`src/rtl/fixed_pkg.sv`:
```
// Shared constants, FSM states and saturation helper for the fixed-point math units.
// Used by fixed_square and its fixed_sqrt companion.
package fixed_pkg;

  localparam int DEF_WIDTH = 16;
  localparam int DEF_FRAC  = 8;
  localparam int MAX_W     = 32;

  typedef enum logic [1:0] {IDLE, CALC, FINISH} state_t;

  // Returns {value, ovf}; callers truncate to (width+1) bits to get their own result and flag.
  function automatic logic [MAX_W:0] sat_shift(input logic [2*MAX_W-1:0] prod,
                                               input int unsigned       width,
                                               input int unsigned       frac);
    logic [2*MAX_W-1:0] p;
    logic [MAX_W-1:0]   ones;
    logic               ovf;
    p    = prod >> frac;
    ones = {MAX_W{1'b1}} >> (MAX_W - width);
    ovf  = (p >> width) != '0;
    return {(ovf ? ones : p[MAX_W-1:0]), ovf};
  endfunction

endpackage

```
`src/rtl/fixed_square.sv`:
```
// Sequential unsigned fixed-point squarer, one shift-add step per cycle, truncating/saturating result.
// Latency: WIDTH+1 cycles from start edge to done; back-to-back throughput WIDTH+2 cycles.
// Backpressure: start is ignored (not queued) while busy; result holds until the next completion.
module fixed_square
  import fixed_pkg::*;
#(
  parameter int WIDTH = DEF_WIDTH,
  parameter int FRAC  = DEF_FRAC
) (
  input  logic             clk,
  input  logic             rst_n,
  input  logic             start,
  input  logic [WIDTH-1:0] x_in,
  output logic [WIDTH-1:0] sq_out,
  output logic             ovf,
  output logic             busy,
  output logic             done
);

  localparam int CW = $clog2(WIDTH + 1);
  localparam int PW = 2 * MAX_W;

  state_t             state, state_nxt;
  logic [2*WIDTH-1:0] acc, mcand;
  logic [WIDTH-1:0]   mplier;
  logic [CW-1:0]      cnt;
  logic [WIDTH:0]     sat;

  always_ff @(posedge clk or negedge rst_n) begin
    if (!rst_n) state <= IDLE;
    else        state <= state_nxt;
  end

  always_comb begin
    state_nxt = state;
    case (state)
      IDLE:    if (start) state_nxt = CALC;
      CALC:    if (cnt == CW'(1)) state_nxt = FINISH;
      FINISH:  state_nxt = IDLE;
      default: state_nxt = IDLE;
    endcase
  end

  // Truncating the helper's {value, ovf} keeps value[WIDTH-1:0] and the flag.
  assign sat = (WIDTH+1)'(sat_shift(PW'(acc), WIDTH, FRAC));

  always_ff @(posedge clk or negedge rst_n) begin
    if (!rst_n) begin
      acc    <= '0;
      mcand  <= '0;
      mplier <= '0;
      cnt    <= '0;
      sq_out <= '0;
      ovf    <= 1'b0;
      busy   <= 1'b0;
      done   <= 1'b0;
    end else begin
      done <= 1'b0;
      case (state)
        IDLE: begin
          if (start) begin
            mcand  <= (2*WIDTH)'(x_in);
            mplier <= x_in;
            acc    <= '0;
            cnt    <= CW'(WIDTH);
            busy   <= 1'b1;
          end
        end
        CALC: begin
          if (mplier[0]) acc <= acc + mcand;
          mcand  <= mcand << 1;
          mplier <= mplier >> 1;
          cnt    <= cnt - CW'(1);
        end
        FINISH: begin
          sq_out <= sat[WIDTH:1];
          ovf    <= sat[0];
          done   <= 1'b1;
          busy   <= 1'b0;
        end
        default: ;
      endcase
    end
  end

endmodule
```
`config.mk`:
```
export PLATFORM = sky130hd
export DESIGN_NAME = fixed_square
export DESIGN_NICKNAME = d
export VERILOG_FILES = /design/src/rtl/fixed_pkg.sv /design/src/rtl/fixed_square.sv
export SDC_FILE = /design/constraint.sdc
export NUM_CORES = 1
export LEC_CHECK = 0
export CAP_MARGIN = 10
export CORE_MARGIN = 2
export CORE_UTILIZATION = 25
export CTS_BUF_LIST = sky130_fd_sc_hd__clkbuf_4
export CTS_CLUSTER_DIAMETER = 50
export CTS_CLUSTER_SIZE = 12
export DETAILED_ROUTE_END_ITERATION = 6
export PLACE_DENSITY = 0.38
export SYNTH_ARGS = -nofsm -noshare
export SYNTH_HDL_FRONTEND = slang
export SYNTH_SLANG_ARGS = --single-unit
export TNS_END_PERCENT = 5
```
`constraint.sdc`:
```
create_clock -name clk -period 3.65 [get_ports clk]
set_input_delay 0.5475 -clock clk [delete_from_list [all_inputs] [get_ports clk]]
set_output_delay 0.5475 -clock clk [all_outputs]
set_load 0.05 [all_outputs]
```
==> summary.txt <==
Power and ir drop
  • Worst vdd ir: 0.2280 mV
  • Clock group share of total power: between 10 and 15%
  • Sequential power share: between 30% and 40%
  • Sw Ratio: around 46%
  • Comb pwr share: 50.3%
  • NetSw: 2.408 mW
  • Internal power component: 2.829 mW
  • PwrDens: 791.0 mW/mm²
  • P_leak: 3.004 nW
  • Pwr Total: 5.237 mW

Clock tree
  • Cts bufs inserted: 9
  • CTS tree: yes
  • Clk buf depth: 2
  • Hold buffers post-CTS: 0
  • Setup Buffers After CTS: 0
  • Skew-Pair Late Insertion Delay: 0.49 ns
  • CTS resizes: 0
  • CTS Sinks: ~110
  • CTS clock-pin slew for the worst setup and hold paths: 0.17 ns
  • Htree depth: 3
  • Root Driver: clkbuf_4

Timing
  • Fmax: 332.0 MHz
  • Final min period: 3.012 ns
  • Clock Skews: 0.02259 ns
  • # setup viols final: 0
  • RSZ-0062 raised after global routing: no
  • Setup TNS: 0 ns
  • Final Hold Fails: 0
  • Tcrit/Tclk final: between 80% and 90%
  • Worst slew margin: 42.86%
  • Max Slew Vio Count: 0
  • Slew at the pin closest to its max-slew limit: 0.8571 ns
  • Final setup margin: 0.6377 ns

Synth
  • Post-synthesis xor/xnor area fraction: 3.764%
  • Register bit total from synthesis: roughly 110
  • Syn_area_per_cell: 9.663 µm²
  • Compound-gate portion of the synthesized area: 27.83%
  • Post-synthesis mux area share: 0%
  • Asr flop ratio synth: 100.0%
  • Most frequent cell after synthesis: dfrtp_1
  • Largest cells by area after synthesis: dfrtp_1 46%, ha_1 7.1%, nand2_1 5.6%, a21oi_1 5.1%, a221o_1 4.6%
  • Largest family of logic cells by synthesized area: compound AO/OA/AOI/OAI gates
  • Sequential area share after synthesis: 45.60%
  • Simple-Gate Fraction of Synth Area: 12.24%
  • Post-synthesis cell count: 602
  • Post-Syn Nets: 655
  • Yosys cell types: 50
  • Post-synth EDFFs: 0
  • Post-Synth Adder-Cell Area: 7.442%
  • Top post-synthesis cells by count: 106 x dfrtp_1, 87 x nand2_1, 59 x a21oi_1, 34 x clkbuf_1, 33 x ha_1
  • Ys Warns: 0
  • Mapped cell area: 0.005817 mm²
  • Synth top area share: ~46%
  • Ys flop type: dfrtp_1
  • Area leader, netlist: dfrtp_1

Routing
  • DR pass1 iterations: 4
  • Post-detailed-route wirelength per cell: 16.93 µm
  • Vias: 4,671
  • Iter 0 DRT Violations: 287
  • Vias per cell: roughly 5.1
  • Final antenna-violating net count: 0
  • DRC violations left: 0
  • Routed WL: 15.52 mm

Critical path
  • Critical path launch point type: register
  • Req. time, crit path: between 4 and 5 ns
  • CP Cell Sequence: ha_1 -> inv_1 -> fa_1 -> nor2b_1 -> o21a_1 -> o21ai_1 -> a22oi_1 -> a41oi_1 -> o2111ai_1 -> and3_1 -> nor3_1 -> o31ai_1
  • Worst reg2reg path depth: 12
  • Worst r2r src: mcand[0]$_DFFE_PN0P_
  • Slowest stage delay, CP: ~0.42 ns
  • Flop-to-flop setup slack: between 0.6 and 0.7 ns
  • Worst Setup End Kind: register
  • Max FO, Critical Path: 3
  • Crit path max-delay cell type: dfrtp_1
  • Data arrival, critical path: approximately 3.4 ns
  • Setup CP Type: reg -> reg
  • RR Endpoint: acc[30]$_DFFE_PN0P_

Final layout
  • Area taken by multi-input logic gates: 0.002993 mm²
  • Syn-to-layout area delta: 13.83%
  • Fin nets: 678
  • Filler cells: 2,413
  • Reg area: 0.002653 mm²
  • Post-route cell area: 0.006621 mm²
  • Share of cells above drive strength 1: 5.556%

Floorplanning
  • Row count: 55
  • IO Pins: 38
  • Area of the die: 0.02450 mm²
  • Die Width: 156.5 µm
  • Die Y: 156.5 µm
  • Initial Util: 25.61%
  • Core area: 0.02271 mm²

Placement
  • Number of port buffers: 37
  • Post-DP Area: about 0.0065 mm²
  • Routability congestion estimate: 0.8085
  • DP HPWL: 10.61 mm
  • Worst slack, placed: 0.6888 ns

Global routing
  • Initial antenna violation count: 1
  • GRT Total Usage: 13.30%
  • First-pass GRT wire length: 25.83 mm
  • Vias in the first global route: about 4.8k
  • Grt total ovfl: 0
  • Pin count of the biggest net entering global routing: 63

Outcome
  • Status: finished, final reports clean

Run
  • Max-Cap Viols: 0

Worst hold path
  • Hold Crit Class: in -> async
-- stage by stage --
step	instances	hold WS [ns]	utilization, %
global placement	899	0.4672	28.61
detailed placement	899	0.4687	28.61
CTS	915	0.1375	29.13
floorplan	602	0.2519	-
finish	917	0.1308	29.16
global route	917	0.1753	29.16
-- flip-flops by register name, indices dropped and copies added, names as in the netlist --
register	cells
mplier	16
ovf	1
cnt	5
state	2
busy	1
sq_out	16
acc	32
done	1
mcand	32
-- worst max-delay path, delay by kind of cell, from the launching register on --
kind            cells  cell delay [ns]
buf+inv             1             0.05
flops               1             0.42
simple gates        3             0.45
fa+ha+maj           2             0.55
compound gates      6             1.46
-- cells in the final DEF, fill, tap and decap left out, types with 3 or more instances in the layout --
cell               n
nor2_1            19
o21ai_1           21
nor4b_1            3
o31ai_1            3
a31oi_1            5
o22a_1            16
xor2_1            15
a221o_1           27
and2_1             3
nand3_1            8
dfrtp_1          106
a211o_1            4
a32o_1             3
and3_1             9
nand4_1            4
nand2_1           87
a2111oi_0          3
nand2b_1           4
nor3_1             5
o21a_1             6
a22o_1            18
clkdlybuf4s50_1   36
ha_1              33
o21ai_0           27
a21o_1            21
xnor2_1           10
a22oi_1            6
nor2b_1            4
a21oi_1           59
buf_4             12
clkbuf_4          12
inv_1             11
-- power by group through the flow --
stage | logic (mW) | registers, mW | clock network [mW]
after floorplan | 1.63 | 2.26 | 0
after global placement | 2.66 | 2.05 | 0
after detailed placement | 2.66 | 2.06 | 0
after CTS | 2.67 | 2.03 | 0.619
after global routing | 2.92 | 2.10 | 0.653
final | 2.64 | 2.02 | 0.576
-- metal layers --
layer  up-vias  routed length (µm)  part of all wire, %  GRT usage (%)
met5         -                   0                    0              0
met4         0                 157                  1.0          3.277
met3        10                 508                  3.3          2.188
met2        70                7180                   46          21.44
met1      2298                7676                   49          18.61
li1       2293                   -                    -              -
-- cells by family (layout without fill, tap and decap cells) --
group	count (synthesis)	after routing
buf+inv	48	76
fa+ha+maj	34	34
other cells	0	2
compound gates	233	233
simple gates	156	156
flops	106	106
xor+xnor	25	25
-- final cells by class --
type                            count  share of cell area, %
Inverter                           12                 0.6803
Tap cell                          285                  5.385
Multi-Input combinational cell    448                  45.20
Sequential cell                   106                  40.06
Clock inverter                      4                 0.4346
Antenna cell                        2                0.07559
Timing Repair Buffer               48                  6.803
Clock buffer                       12                  1.361
-- worst max path at each step --
stage                               startpoint             endpoint
final                     mcand[0]$_DFFE_PN0P_  acc[30]$_DFFE_PN0P_
after global routing      mcand[7]$_DFFE_PN0P_  acc[30]$_DFFE_PN0P_
after CTS                 mcand[0]$_DFFE_PN0P_  acc[30]$_DFFE_PN0P_
after detailed placement  mcand[0]$_DFFE_PN0P_  acc[30]$_DFFE_PN0P_
after global placement     acc[22]$_DFFE_PN0P_  acc[31]$_DFFE_PN0P_
after floorplan            acc[22]$_DFFE_PN0P_  acc[31]$_DFFE_PN0P_
(Power assumes the default switching activity.)
